$ cat config.mk
export PLATFORM = sky130hd
export DESIGN_NAME = mix_columns_seq
export DESIGN_NICKNAME = d
export VERILOG_FILES = /design/src/rtl/mix_columns_seq.sv
export SDC_FILE = /design/constraint.sdc
export NUM_CORES = 1
export LEC_CHECK = 0
export CAP_MARGIN = 20
export CORE_ASPECT_RATIO = 1.75
export CORE_UTILIZATION = 30
export DETAILED_ROUTE_END_ITERATION = 10
export SYNTH_ARGS = -nofsm -noshare
export SYNTH_HDL_FRONTEND = slang
export SYNTH_SLANG_ARGS = --single-unit
$ cat constraint.sdc
create_clock -name clk -period 2.6 [get_ports clk]
set_input_delay 0.26 -clock clk [delete_from_list [all_inputs] [get_ports clk]]
set_output_delay 0.26 -clock clk [all_outputs]
set_load 0.02 [all_outputs]
$ cat src/rtl/mix_columns_seq.sv
// mix_columns_seq
//   Column-serial AES MixColumns stage. It accepts a 128-bit post-ShiftRows
//   state over a valid/ready handshake and transforms one 32-bit column per
//   clock. It presents the registered result on a second valid/ready
//   handshake. With bypass set, the block passes through unchanged; this is
//   used for the final AES round.
//
//   Byte layout is column-major: column c = data[127-32c -: 32], and row r
//   of that column = data[127-32c-8r -: 8].
//
// Ports
//   clk        in   1    rising-edge clock
//   rst_n      in   1    asynchronous active-low reset
//   in_valid   in   1    inp_data / bypass valid
//   in_ready   out  1    stage can accept a block (state == IDLE)
//   inp_data   in   128  post-ShiftRows state
//   bypass     in   1    skip the transform for this block
//   out_valid  out  1    mix_data valid (state == DONE)
//   out_ready  in   1    consumer accepts mix_data
//   mix_data   out  128  MixColumns result, registered
//   busy       out  1    state != IDLE
//
// States
//   IDLE | waiting for a block; in_ready high
//   CALC | one column per cycle, col 0..3
//   DONE | result held on mix_data until out_ready
module mix_columns_seq (
  input  logic         clk,
  input  logic         rst_n,
  input  logic         in_valid,
  output logic         in_ready,
  input  logic [127:0] inp_data,
  input  logic         bypass,
  output logic         out_valid,
  input  logic         out_ready,
  output logic [127:0] mix_data,
  output logic         busy
);

  typedef enum logic [1:0] {
    IDLE = 2'd0,
    CALC = 2'd1,
    DONE = 2'd2
  } state_t;

  state_t        r_state;
  state_t        w_state_nxt;
  logic [1:0]    r_col;
  logic [127:0]  r_work;
  logic [127:0]  r_mix;
  logic [31:0]   w_col_in;
  logic [31:0]   w_col_out;
  logic          w_accept;

  // Multiply by x in GF(2^8), reducing by x^8 + x^4 + x^3 + x + 1.
  function automatic logic [7:0] xtime(input logic [7:0] x);
    xtime = {x[6:0], 1'b0} ^ (x[7] ? 8'h1B : 8'h00);
  endfunction

  function automatic logic [31:0] mix_col(input logic [31:0] a);
    logic [7:0] a0, a1, a2, a3;
    logic [7:0] d0, d1, d2, d3;
    logic [7:0] b0, b1, b2, b3;
    a0 = a[31:24];
    a1 = a[23:16];
    a2 = a[15:8];
    a3 = a[7:0];
    d0 = xtime(a0);
    d1 = xtime(a1);
    d2 = xtime(a2);
    d3 = xtime(a3);
    // 3x is written as 2x ^ x.
    b0 = d0 ^ (d1 ^ a1) ^ a2 ^ a3;
    b1 = a0 ^ d1 ^ (d2 ^ a2) ^ a3;
    b2 = a0 ^ a1 ^ d2 ^ (d3 ^ a3);
    b3 = (d0 ^ a0) ^ a1 ^ a2 ^ d3;
    mix_col = {b0, b1, b2, b3};
  endfunction

  assign in_ready  = (r_state == IDLE);
  assign out_valid = (r_state == DONE);
  assign busy      = (r_state != IDLE);
  assign mix_data  = r_mix;
  assign w_accept  = in_valid && in_ready;

  always_comb begin
    w_col_in = r_work[127:96];
    case (r_col)
      2'd0:    w_col_in = r_work[127:96];
      2'd1:    w_col_in = r_work[95:64];
      2'd2:    w_col_in = r_work[63:32];
      default: w_col_in = r_work[31:0];
    endcase
  end

  assign w_col_out = mix_col(w_col_in);

  always_ff @(posedge clk or negedge rst_n) begin
    if (!rst_n) begin
      r_state <= IDLE;
    end else begin
      r_state <= w_state_nxt;
    end
  end

  always_comb begin
    w_state_nxt = r_state;
    case (r_state)
      IDLE: begin
        if (w_accept) begin
          w_state_nxt = bypass ? DONE : CALC;
        end
      end
      CALC: begin
        if (r_col == 2'd3) begin
          w_state_nxt = DONE;
        end
      end
      DONE: begin
        if (out_ready) begin
          w_state_nxt = IDLE;
        end
      end
      default: w_state_nxt = IDLE;
    endcase
  end

  always_ff @(posedge clk or negedge rst_n) begin
    if (!rst_n) begin
      r_work <= '0;
      r_mix  <= '0;
      r_col  <= 2'd0;
    end else begin
      case (r_state)
        IDLE: begin
          if (w_accept) begin
            r_work <= inp_data;
            r_col  <= 2'd0;
            if (bypass) begin
              r_mix <= inp_data;
            end
          end
        end
        CALC: begin
          case (r_col)
            2'd0:    r_mix[127:96] <= w_col_out;
            2'd1:    r_mix[95:64]  <= w_col_out;
            2'd2:    r_mix[63:32]  <= w_col_out;
            default: r_mix[31:0]   <= w_col_out;
          endcase
          r_col <= r_col + 2'd1;
        end
        default: begin
        end
      endcase
    end
  end

endmodule

==> results.txt <==
----------------------------------------------------
[CTS]
  Total clock buffers created by CTS ... 25
  Clock-pin transition on the worst setup and hold timing paths ... 70 ps
  Root buffer cell ... sky130_fd_sc_hd__clkbuf_16
  Largest buffer count on any clock path ... 3
  Clock latency on the worst-skew pair ... 560 ps
  Clock tree from TritonCTS ... done
  Maximum level of the CTS H-tree ... 1
  Number of sinks handled by clock tree synthesis ... 260

[Synth]
  Mean instance size in the synthesized netlist ... 8.77 sq um
  Area share of fa/ha/maj cells after synthesis ... 0.374%
  Portion of the post-synthesis area used by sequential elements ... 48.6%
  Xor and xnor fraction of the mapped netlist area ... 11.6%
  Gate Count Post-Synth ... 1526
  Number of distinct library cells after synthesis ... 41
  Number of enable-type register cells in the synthesized netlist ... 0
  Fraction of registers with async set or reset after synthesis ... 100%
  Dominant synthesized flop cell ... sky130_fd_sc_hd__dfrtp_1
  Simple-gate portion of the synthesized area ... 22.3%
  Synthesized-area fraction occupied by ao, oa, aoi and oai cells ... 12.0%
  Top post-synthesis cells by count ... sky130_fd_sc_hd__nand2_1 (530), sky130_fd_sc_hd__dfrtp_1 (260), sky130_fd_sc_hd__nand3_1 (127)
  Cell area after technology mapping ... 13400 sq um
  Total of warnings raised by yosys ... 0
  Flip-flop and latch count after synthesis ... 260
  Number of nets produced by synthesis ... 1663
  Most common cell in the synthesized netlist ... sky130_fd_sc_hd__nand2_1
  Cell types with the largest area share after synthesis ... sky130_fd_sc_hd__dfrtp_1 (49%), sky130_fd_sc_hd__nand2_1 (15%), sky130_fd_sc_hd__xnor2_1 (7.1%)
  Share of Yosys cell area claimed by the top area cell type ... 48.6%
  Mux share of post-synthesis cell area ... 1.46%
  Cell type with the largest total area after synthesis ... sky130_fd_sc_hd__dfrtp_1
  Largest family of logic cells by synthesized area ... simple AND/OR/NAND/NOR gates

[Setup path]
  Crit Path Max Fanout ... 6
  Worst reg2reg path depth ... 10
  Type of origin of the critical path ... register
  Crit path arrival time ... 3260 ps
  Slack of the worst reg-to-reg path ... -230 ps
  Cell breakdown of the critical path ... buf_6 > ha_4 > buf_6 > a222oi_1 > buf_4 > xor2_4 > mux2i_2 > xnor2_2 > buf_4 > o211ai_1
  Slowest cell on crit path ... sky130_fd_sc_hd__a222oi_1
  Capturing point of the worst reg2reg path ... mix_data[37]
  CP Capture Type ... register
  Required time worst endpoint ... 3030 ps
  Worst path max stage delay ... 610 ps
  Start of the worst register-to-register path ... r_col[0]
  Critical path class ... reg -> reg

[Placed design]
  Number of I/O port buffers ... 263
  Final estimated routing congestion in global placement ... 0.933
  Placed wire-length estimate after detailed placement ... 43000 um

[Run]
  Number of max-capacitance violations reported ... 0

[Routing]
  Vias ... 13.0k
  DR pass1 iterations ... 7
  DRC violation count after routing ... 0
  DR WL/cell ... 23.2 um
  Antenna-violating nets left ... 0
  Drt total wl ... 57600 um
  Initial DRC count ... 1331
  Vias per inst ... 5.22

[Die]
  Number of rows in the core area ... 102
  Number of top-level pins ... 264
  Overall die height ... 281 um
  Initial Util ... 30.3%
  Die span in x ... 162 um
  Area of the die ... 45500 sq um
  Area of the core ... 44200 sq um

[Outcome]
  Failing checks ... negative setup slack
  Outcome ... finished with violations

[Finish]
  Number of fill cells ... 4288
  Final Net Count ... 2026
  Share of final-layout standard cells stronger than drive strength 1 ... 17.4%
  Syn-to-layout area delta ... 47.2%

[GRT]
  Pin count of the biggest net entering global routing ... 90
  Number of antenna violations at the first check in global routing ... 2
  Number of global-route vias before repair ... 13.2k
  Aggregate global-route resource usage ... 24.8%
  Remaining global-route overflow ... 0
  Global-route wire length before repair ... 83800 um

[Timing]
  Maximum clock skew at final layout ... 20.4 ps
  Worst-case setup margin in the final layout ... -229 ps
  Hold Slack ... 178 ps
  Actual slew at the worst max-slew pin ... 801 ps
  Setup_tns ... -6410 ps
  Setup repair after global routing missed its margin ... true
  Final cycle utilization of the critical path ... 109%
  Slew HR ... 46.6%
  Max Clk Rate ... 353 MHz
  Fin crit period ... 2830 ps
  Count of endpoints failing setup in the final report ... 75
  Final hold violations ... 0
  Count of final max-slew check failures ... 0

[Min path]
  Path class of the lowest-slack min-delay path ... in -> async

----------------------------------------------------
==> worst max-delay path, delay by kind of cell, from the launching register on <==
| kind | cells | cell delay, ps |
|---|---|---|
| buffers and inverters | 4 | 750 |
| AO/OA/AOI/OAI | 2 | 710 |
| XOR/XNOR | 2 | 520 |
| flip-flops | 1 | 410 |
| adder cells (fa/ha/maj) | 1 | 180 |
| multiplexers | 1 | 130 |
==> area by class of cell <==
type / count / area, sq um / area share [%]
multi-input combinational: 1147 / 7120 / 36.2
timing repair buffer: 450 / 4430 / 22.5
clock buffer: 29 / 661 / 3.35
sequential: 260 / 6510 / 33.0
clock inverter: 15 / 238 / 1.21
antenna: 3 / 7.51 / 0.0381
tap: 572 / 716 / 3.63
inverter: 5 / 18.8 / 0.0953
==> sequential cells by signal (all words and copies together) (netlist names) <==
name	flops
mix_data	128
r_work	128
r_col	2
r_state	2
==> layer usage <==
metal	GRT usage (%)	share of wire, %
met5	0	0
met4	16.5	6.9
met3	2.00	5.2
met2	44.0	52
met1	28.6	36
==> cells in the final DEF, fill, tap and decap left out, types with 4 or more instances in the layout <==
cell type,synthesis,routed
sky130_fd_sc_hd__xor2_4,0,10
sky130_fd_sc_hd__mux2i_2,0,4
sky130_fd_sc_hd__o211ai_1,100,100
sky130_fd_sc_hd__o21ai_0,19,5
sky130_fd_sc_hd__a211oi_1,9,9
sky130_fd_sc_hd__xnor2_1,108,83
sky130_fd_sc_hd__mux2i_1,15,10
sky130_fd_sc_hd__buf_12,0,21
sky130_fd_sc_hd__nand3_1,127,125
sky130_fd_sc_hd__xor2_1,63,42
sky130_fd_sc_hd__o21ai_1,1,9
sky130_fd_sc_hd__a21oi_1,31,17
sky130_fd_sc_hd__xnor2_2,0,20
sky130_fd_sc_hd__buf_6,3,23
sky130_fd_sc_hd__and3_1,6,6
sky130_fd_sc_hd__a21oi_2,1,13
sky130_fd_sc_hd__o22ai_1,9,9
sky130_fd_sc_hd__buf_4,0,139
sky130_fd_sc_hd__o21ai_2,5,11
sky130_fd_sc_hd__xnor2_4,0,5
sky130_fd_sc_hd__clkinv_2,0,5
sky130_fd_sc_hd__bufinv_16,0,6
sky130_fd_sc_hd__a222oi_1,32,32
sky130_fd_sc_hd__nor2b_1,4,4
sky130_fd_sc_hd__a21o_1,4,4
sky130_fd_sc_hd__clkdlybuf4s50_1,0,262
sky130_fd_sc_hd__xor2_2,2,13
sky130_fd_sc_hd__nor2_1,39,38
sky130_fd_sc_hd__nand4_1,6,6
sky130_fd_sc_hd__dfrtp_1,260,259
sky130_fd_sc_hd__clkbuf_16,0,26
sky130_fd_sc_hd__nand2_1,530,529
==> worst max path at each step <==
stage,startpoint,end,slack (ps),cells past startpoint
final,r_col[0],mix_data[37],-230,10
after global routing,r_col[0],mix_data[124],-270,13
after CTS,r_col[1],mix_data[101],-150,10
after detailed placement,r_col[1],mix_data[37],-490,10
after global placement,r_col[0],mix_data[37],-480,10
after floorplan,r_col[0],mix_data[117],-40,10
==> per-stage QoR <==
| stage | setup slack, ps | instance area (sq um) | utilization [%] | cells |
|---|---|---|---|---|
| global route | -274 | 19700 | 44.6 | 2480 |
| finish | -229 | 19700 | 44.6 | 2481 |
| detailed placement | -487 | 17800 | 40.2 | 2405 |
| CTS | -151 | 19100 | 43.3 | 2464 |
| floorplan | -36.8 | 13400 | - | 1526 |
| global placement | -477 | 17800 | 40.2 | 2405 |
==> timing repair <==
| item | 4_1_cts | 5_1_grt |
|---|---|---|
| hold buffers | 1 | 0 |
| gates resized for setup | 63 | 80 |
| setup buffers | 13 | 14 |
| hold endpoints to repair | 36 | 0 |
| pin swaps | 51 | 81 |
| setup endpoints to repair | 121 | 122 |
| cloned | 1 | 0 |
==> logic make-up after synthesis <==
family | Yosys count
simple gates | 731
compound gates | 219
fa+ha+maj | 4
xor+xnor | 174
buf+inv | 119
flops | 260
mux | 19
Power is left out: the tool's default activity adds up to more than one toggle a clock period on the data nets, which glitch-free logic cannot reach.
